===== src/rtl/encoder_scan.sv =====
// rtl/encoder_scan.sv - multi-hot to binary index scanner, one beat per set bit
module encoder_scan #(
  parameter bit LSB_FIRST = 1'b1
) (
  input  logic       clock,
  input  logic       reset,
  input  logic       in_valid,
  input  logic [7:0] in_bits,
  output logic       in_ready,
  output logic       out_valid,
  input  logic       out_ready,
  output logic [2:0] out_bits,
  output logic       out_last,
  output logic       out_zero,
  output logic [3:0] out_count
);

  typedef enum logic {IDLE, SCAN} state_t;

  state_t     state;
  logic [7:0] pending;
  logic [7:0] pending_next;

  function automatic logic [2:0] pick_idx(input logic [7:0] m);
    logic [2:0] idx;
    idx = '0;
    if (LSB_FIRST) begin
      for (int i = 7; i >= 0; i--) begin
        if (m[i]) idx = 3'(i);
      end
    end else begin
      for (int i = 0; i < 8; i++) begin
        if (m[i]) idx = 3'(i);
      end
    end
    return idx;
  endfunction

  function automatic logic [3:0] popcount(input logic [7:0] m);
    logic [3:0] cnt;
    cnt = '0;
    for (int i = 0; i < 8; i++) begin
      cnt = cnt + {3'b000, m[i]};
    end
    return cnt;
  endfunction

  // At most one bit set: clearing the lowest set bit leaves nothing.
  function automatic logic is_last(input logic [7:0] m);
    return (m & (m - 8'd1)) == 8'd0;
  endfunction

  assign pending_next = pending & ~(8'd1 << out_bits);

  // Beat fields are precomputed from the mask that the next beat will use,
  // so every output comes straight from a flop.
  always_ff @(posedge clock or posedge reset) begin
    if (reset) begin
      state     <= IDLE;
      pending   <= '0;
      out_count <= '0;
      in_ready  <= 1'b1;
      out_valid <= 1'b0;
      out_bits  <= '0;
      out_last  <= 1'b0;
      out_zero  <= 1'b0;
    end else begin
      case (state)
        IDLE: begin
          if (in_valid) begin
            state     <= SCAN;
            pending   <= in_bits;
            out_count <= popcount(in_bits);
            in_ready  <= 1'b0;
            out_valid <= 1'b1;
            out_bits  <= pick_idx(in_bits);
            out_last  <= is_last(in_bits);
            out_zero  <= (in_bits == 8'd0);
          end
        end
        SCAN: begin
          if (out_ready) begin
            if (out_last) begin
              state     <= IDLE;
              pending   <= '0;
              in_ready  <= 1'b1;
              out_valid <= 1'b0;
              out_bits  <= '0;
              out_last  <= 1'b0;
              out_zero  <= 1'b0;
            end else begin
              pending  <= pending_next;
              out_bits <= pick_idx(pending_next);
              out_last <= is_last(pending_next);
              out_zero <= 1'b0;
            end
          end
        end
        default: state <= IDLE;
      endcase
    end
  end

endmodule


===== config.mk =====
export PLATFORM = sky130hd
export DESIGN_NAME = encoder_scan
export DESIGN_NICKNAME = d
export VERILOG_FILES = /design/src/rtl/encoder_scan.sv
export SDC_FILE = /design/constraint.sdc
export NUM_CORES = 1
export LEC_CHECK = 0
export CAP_MARGIN = 20
export CORE_MARGIN = 5
export CORE_UTILIZATION = 50
export CTS_BUF_LIST = sky130_fd_sc_hd__clkbuf_2
export DETAILED_ROUTE_END_ITERATION = 10
export PLACE_DENSITY = 0.82
export SLEW_MARGIN = 25
export SYNTH_ARGS = -nofsm -noshare
export SYNTH_HDL_FRONTEND = slang
export SYNTH_SLANG_ARGS = --single-unit

===== constraint.sdc =====
create_clock -name clock -period 4.2 [get_ports clock]
set_input_delay 1.05 -clock clock [delete_from_list [all_inputs] [get_ports clock]]
set_output_delay 1.05 -clock clock [all_outputs]
set_load 0.01 [all_outputs]

### Word level (Yosys, flattened, before mapping)

Cells that the tools add are included.

| storage, ports and cells | value |
|---|---|
| register bits after elaboration | 20 |
| input port bits | 12 |
| output and inout port bits | 11 |
| word-level logic and storage cells | 75 |

| operators by class | value |
|---|---|
| add/sub/neg operators | 9 |
| equal/unequal tests | 3 |
| shift-type cells | 1 |
| muxes and demuxes | 43 |
| bitwise gates (word level) | 5 |
| reductions and logical operators | 6 |

Operator list:

| kind | number |
|---|---|
| two-way mux 3 bit | 19 |
| bitwise AND 8 bit | 3 |
| zero test 8 bit | 3 |
| two-way mux 8 bit | 3 |
| adder 4 x 1 -> 4 bit | 4 |
| one-hot mux 8 bit (2 select lines) | 1 |
| subtractor 8 x 1 -> 8 bit (second input constant) | 2 |
| two-way mux 1 bit | 14 |
| one-hot mux 1 bit (2 select lines) | 5 |
| inverter 8 bit | 1 |
| << shifter 1 x 3 -> 8 bit (first input constant) | 1 |
| != test 2 bit (second input constant) | 3 |
| one-hot mux 3 bit (2 select lines) | 1 |
| adder 3 x 1 -> 4 bit | 1 |
| AND reduction 2 bit | 2 |
| adder 2 x 1 -> 3 bit | 1 |
| AND reduction 3 bit | 1 |
| adder 1 x 1 -> 2 bit | 1 |
| inverter 1 bit | 1 |

### Longest topological paths before layout

| logic depth | value |
|---|---|
| word-level depth | 14 |
| gate-level depth with buffers | 10 |
| gate-level depth less buffers | 10 |

### Worst setup path before layout

OpenSTA, ideal clock, no wires.

| path | value |
|---|---|
| path type | in2reg |
| start point | input port in_bits[0] |
| end point | register out_count[2] |
| setup time | 0.083 ns |
| arrival time | 3.382 ns |
| required time | 4.117 ns |
| slack | 0.736 ns |
| stages | 10 |
| path buffers | 0 |
| path through | fa_1 inv_1 fa_1 fa_1 inv_1 ha_1 inv_1 fa_1 xor2_1 o21ai_0 |

| between the ends | value |
|---|---|
| word-level cells in the longest chain between the ends | 7 |

Ends and longest elaborated chain:

| element | RTL line | RTL |
|---|---|---|
| from (decl) | 8 | `input logic [7:0] in_bits,` |
| adder 1 x 1 -> 2 bit | 43 | `cnt = cnt + {3'b000, m[i]};` |
| adder 2 x 1 -> 3 bit | 43 |  |
| adder 3 x 1 -> 4 bit | 43 |  |
| adder 4 x 1 -> 4 bit (4 in series) | 43 |  |
| to (signal assigned) | 73 | `out_count <= popcount(in_bits);` |
| to (decl) | 15 | `output logic [3:0] out_count` |

No other way between the ends.
A chain may end at the register's enable or synchronous reset.

### Final worst setup path

Same ends and word-level chain as after synthesis.

==> run summary <==
CTS tree = built
worst skew pair latency = 310 ps
Synth Instances = 205
Detail Placement HPWL = 2.78 mm
Avg Synthesized Cell Area = 7.75 um2
combinational share of power = 55.7%
initial antenna violation count = 0
unrepaired setup endpoints after global routing = false
Clock power frac = 6.3%
crit share post-route = 88.1%
global-route wire length before repair = 6.30 mm
clk_skew = 6.79 ps
Hold Violations, Final = 0
DRC = 0
Final Instance Area = 1850 um2
total gr overflow = 0
Max Clock Freq = 270 MHz
largest net degree at the start of global routing = 21
Root Buffer = clkbuf_2
Fill cells = 305
total number of vias = 1513
htree depth = 1
GRT Util Overall = 18.3%
port bufs = 22
Total Wirelength = 3.70 mm
number of synthesized flops with an enable pin = 0
max_slew headroom = 47.7%
most frequent cells in the layout = nand2_1 (22), nor2_1 (22), clkdlybuf4s50_1 (22)
sequential-to-total area share from yosys stat = 31.6%
critical path data required time = 4440 ps
CP Class = primary input to flop
Slew Limit Fails = 0
Row Count = 20
Psw = 0.586 mW
hold_buf cts = 0
register bit total from synthesis = 20
DR vias/cell = 5.69
max cap viols = 0
ratio of cells with drive above 1 in the final layout = 3.60%
Pwr Density = 663 nW/um2
Leak = 0.790 nW
DR iter-0 viols = 128
I/O pins = 23
Max Buffers Root-to-Sink = 2
die height = 66.4 um
Placer Congestion = 0.888
# clock sinks = 20
Hold Path Class = flop to flop
maximum vdd ir drop = 0.299 mV
Mapped Area = 1590 um2
final net count = 244
CTS clk-pin slew, worst paths = 170 ps
Synth Warn # = 0
cts bufs inserted = 3
worst slew pin tran = 764 ps
startpoint types = primary input
DIE AREA = 4400 um2
status = complete, no violations
placed cell area = 1830 um2
Worst Setup Slack, final = 499 ps
Crit Path Max Fanout = 2
Starting Density = 52.0%
Final Util = 60.5%
post-layout min period = 3700 ps
Die X = 66.4 um
Post-CTS Setup Bufs = 0
Worst Setup End Kind = flop
vias in the first global route = 1400
switching share of total power = 47.9%
Initial DRT Pass Iterations = 5
n_diodes = 0
final setup vio count = 0
arrival time worst endpoint = 3940 ps
Reg power frac = 38.0%
Unique masters post-synth = 43
post-CTS sizing = 0
async set-or-reset flop fraction in the synthesized netlist = 100%
core area = 3050 um2
post-route ant nets = 0
WL/cell = 13.9 um
Post-Place Setup Slack = 120 ps
Power Internal = 0.637 mW
Syn Nets = 226
Final TNS setup = 0 ps
P&R area growth vs syn = 16.2%
main flop type after synthesis = dfrtp_1
-- power groups by stage --
stage	Sequential (mW)	Combinational [mW]	Clock, mW
after floorplan	0.363	0.574	0
after global placement	0.460	0.671	0
after detailed placement	0.463	0.681	0
after CTS	0.459	0.684	0.0773
after global routing	0.485	0.769	0.0848
final	0.464	0.681	0.0776
-- metal layers --
layer  part of all wire (%)  GRT usage [%]  up-vias
met5                      0              0        -
met4                    1.0           5.33        0
met3                    4.6           2.04        5
met2                     47           29.9       40
met1                     47           25.5      710
li1                       -              -      758
-- final timing paths --
path / from / endpoint / slack, ps / cells past startpoint
min in group asynchronous: reset / pending[2]$_DFFE_PP0P_ / 1140 / 2
max: in_bits[0] / out_count[2]$_DFFE_PP0P_ / 500 / 11
max reg2reg: out_bits[0]$_DFFE_PP0P_ / out_last$_DFFE_PP0P_ / 2070 / 5
min: out_count[0]$_DFFE_PP0P_ / out_count[0]$_DFFE_PP0P_ / 500 / 2
min reg2reg: out_count[0]$_DFFE_PP0P_ / out_count[0]$_DFFE_PP0P_ / 500 / 2
max in group asynchronous: reset / pending[5]$_DFFE_PP0P_ / 2590 / 2
-- cell type report --
type                       instances  area [um2]  area share [%]
multi-input combinational        156         967            52.4
sequential                        20         502            27.2
timing repair buffer              24         235            12.7
inverter                          18        67.6            3.66
tap                               44        55.1            2.98
clock buffer                       3        15.0           0.814
clock inverter                     1        3.75           0.203
-- state kept, by name (all words and copies together), names as in the netlist --
| signal | cells |
|---|---|
| out_zero | 1 |
| in_ready | 1 |
| out_bits | 3 |
| out_valid | 1 |
| out_last | 1 |
| state | 1 |
| out_count | 4 |
| pending | 8 |
-- stage by stage --
stage,power (mW),instances,hold slack [ps]
after detailed placement,1.14,262,466
after floorplan,0.937,205,514
after global routing,1.34,266,546
after global placement,1.13,262,456
after CTS,1.22,266,503
final,1.22,266,500
-- critical path, cell delays in order --
cell and delay, ps:
clkdlybuf4s50_1 450, fa_1 540, inv_1 50, fa_1 490
fa_1 400, inv_1 70, ha_1 170, inv_1 60
fa_1 370, xor2_1 170, o21ai_0 130
-- kinds of logic (layout without fill, tap and decap cells) --
kind of cell,count (synthesis),count (layout),synth area share (%)
AOI/OAI and AO/OA,70,70,27.5
xor gates and xnor gates,1,1,0.552
adders and majority gates,9,9,8.98
DFF,20,20,31.6
muxes,5,5,3.47
and+or+nand+nor,71,71,20.4
buffers and inverters,29,46,7.49
-- synthesized netlist by cell type (all sizes together), types with 2 or more instances --
cell	number	area, um2
o21ai	22	110
nand2	22	82.6
dfrtp	19	475
inv	18	67.6
a22oi	4	30.0
buf	3	21.3
clkbuf	8	30.0
nor2	22	82.6
a21oi	21	105
o32ai	2	17.5
o31ai	2	15.0
ha	5	62.6
mux2i	4	40.0
nor3	7	35.0
a31oi	2	12.5
nand3	6	30.0
nand2b	5	31.3
o31a	2	17.5
nor2b	6	37.5
fa	4	80.1
Note: power is estimated with default switching activity, not from simulation.
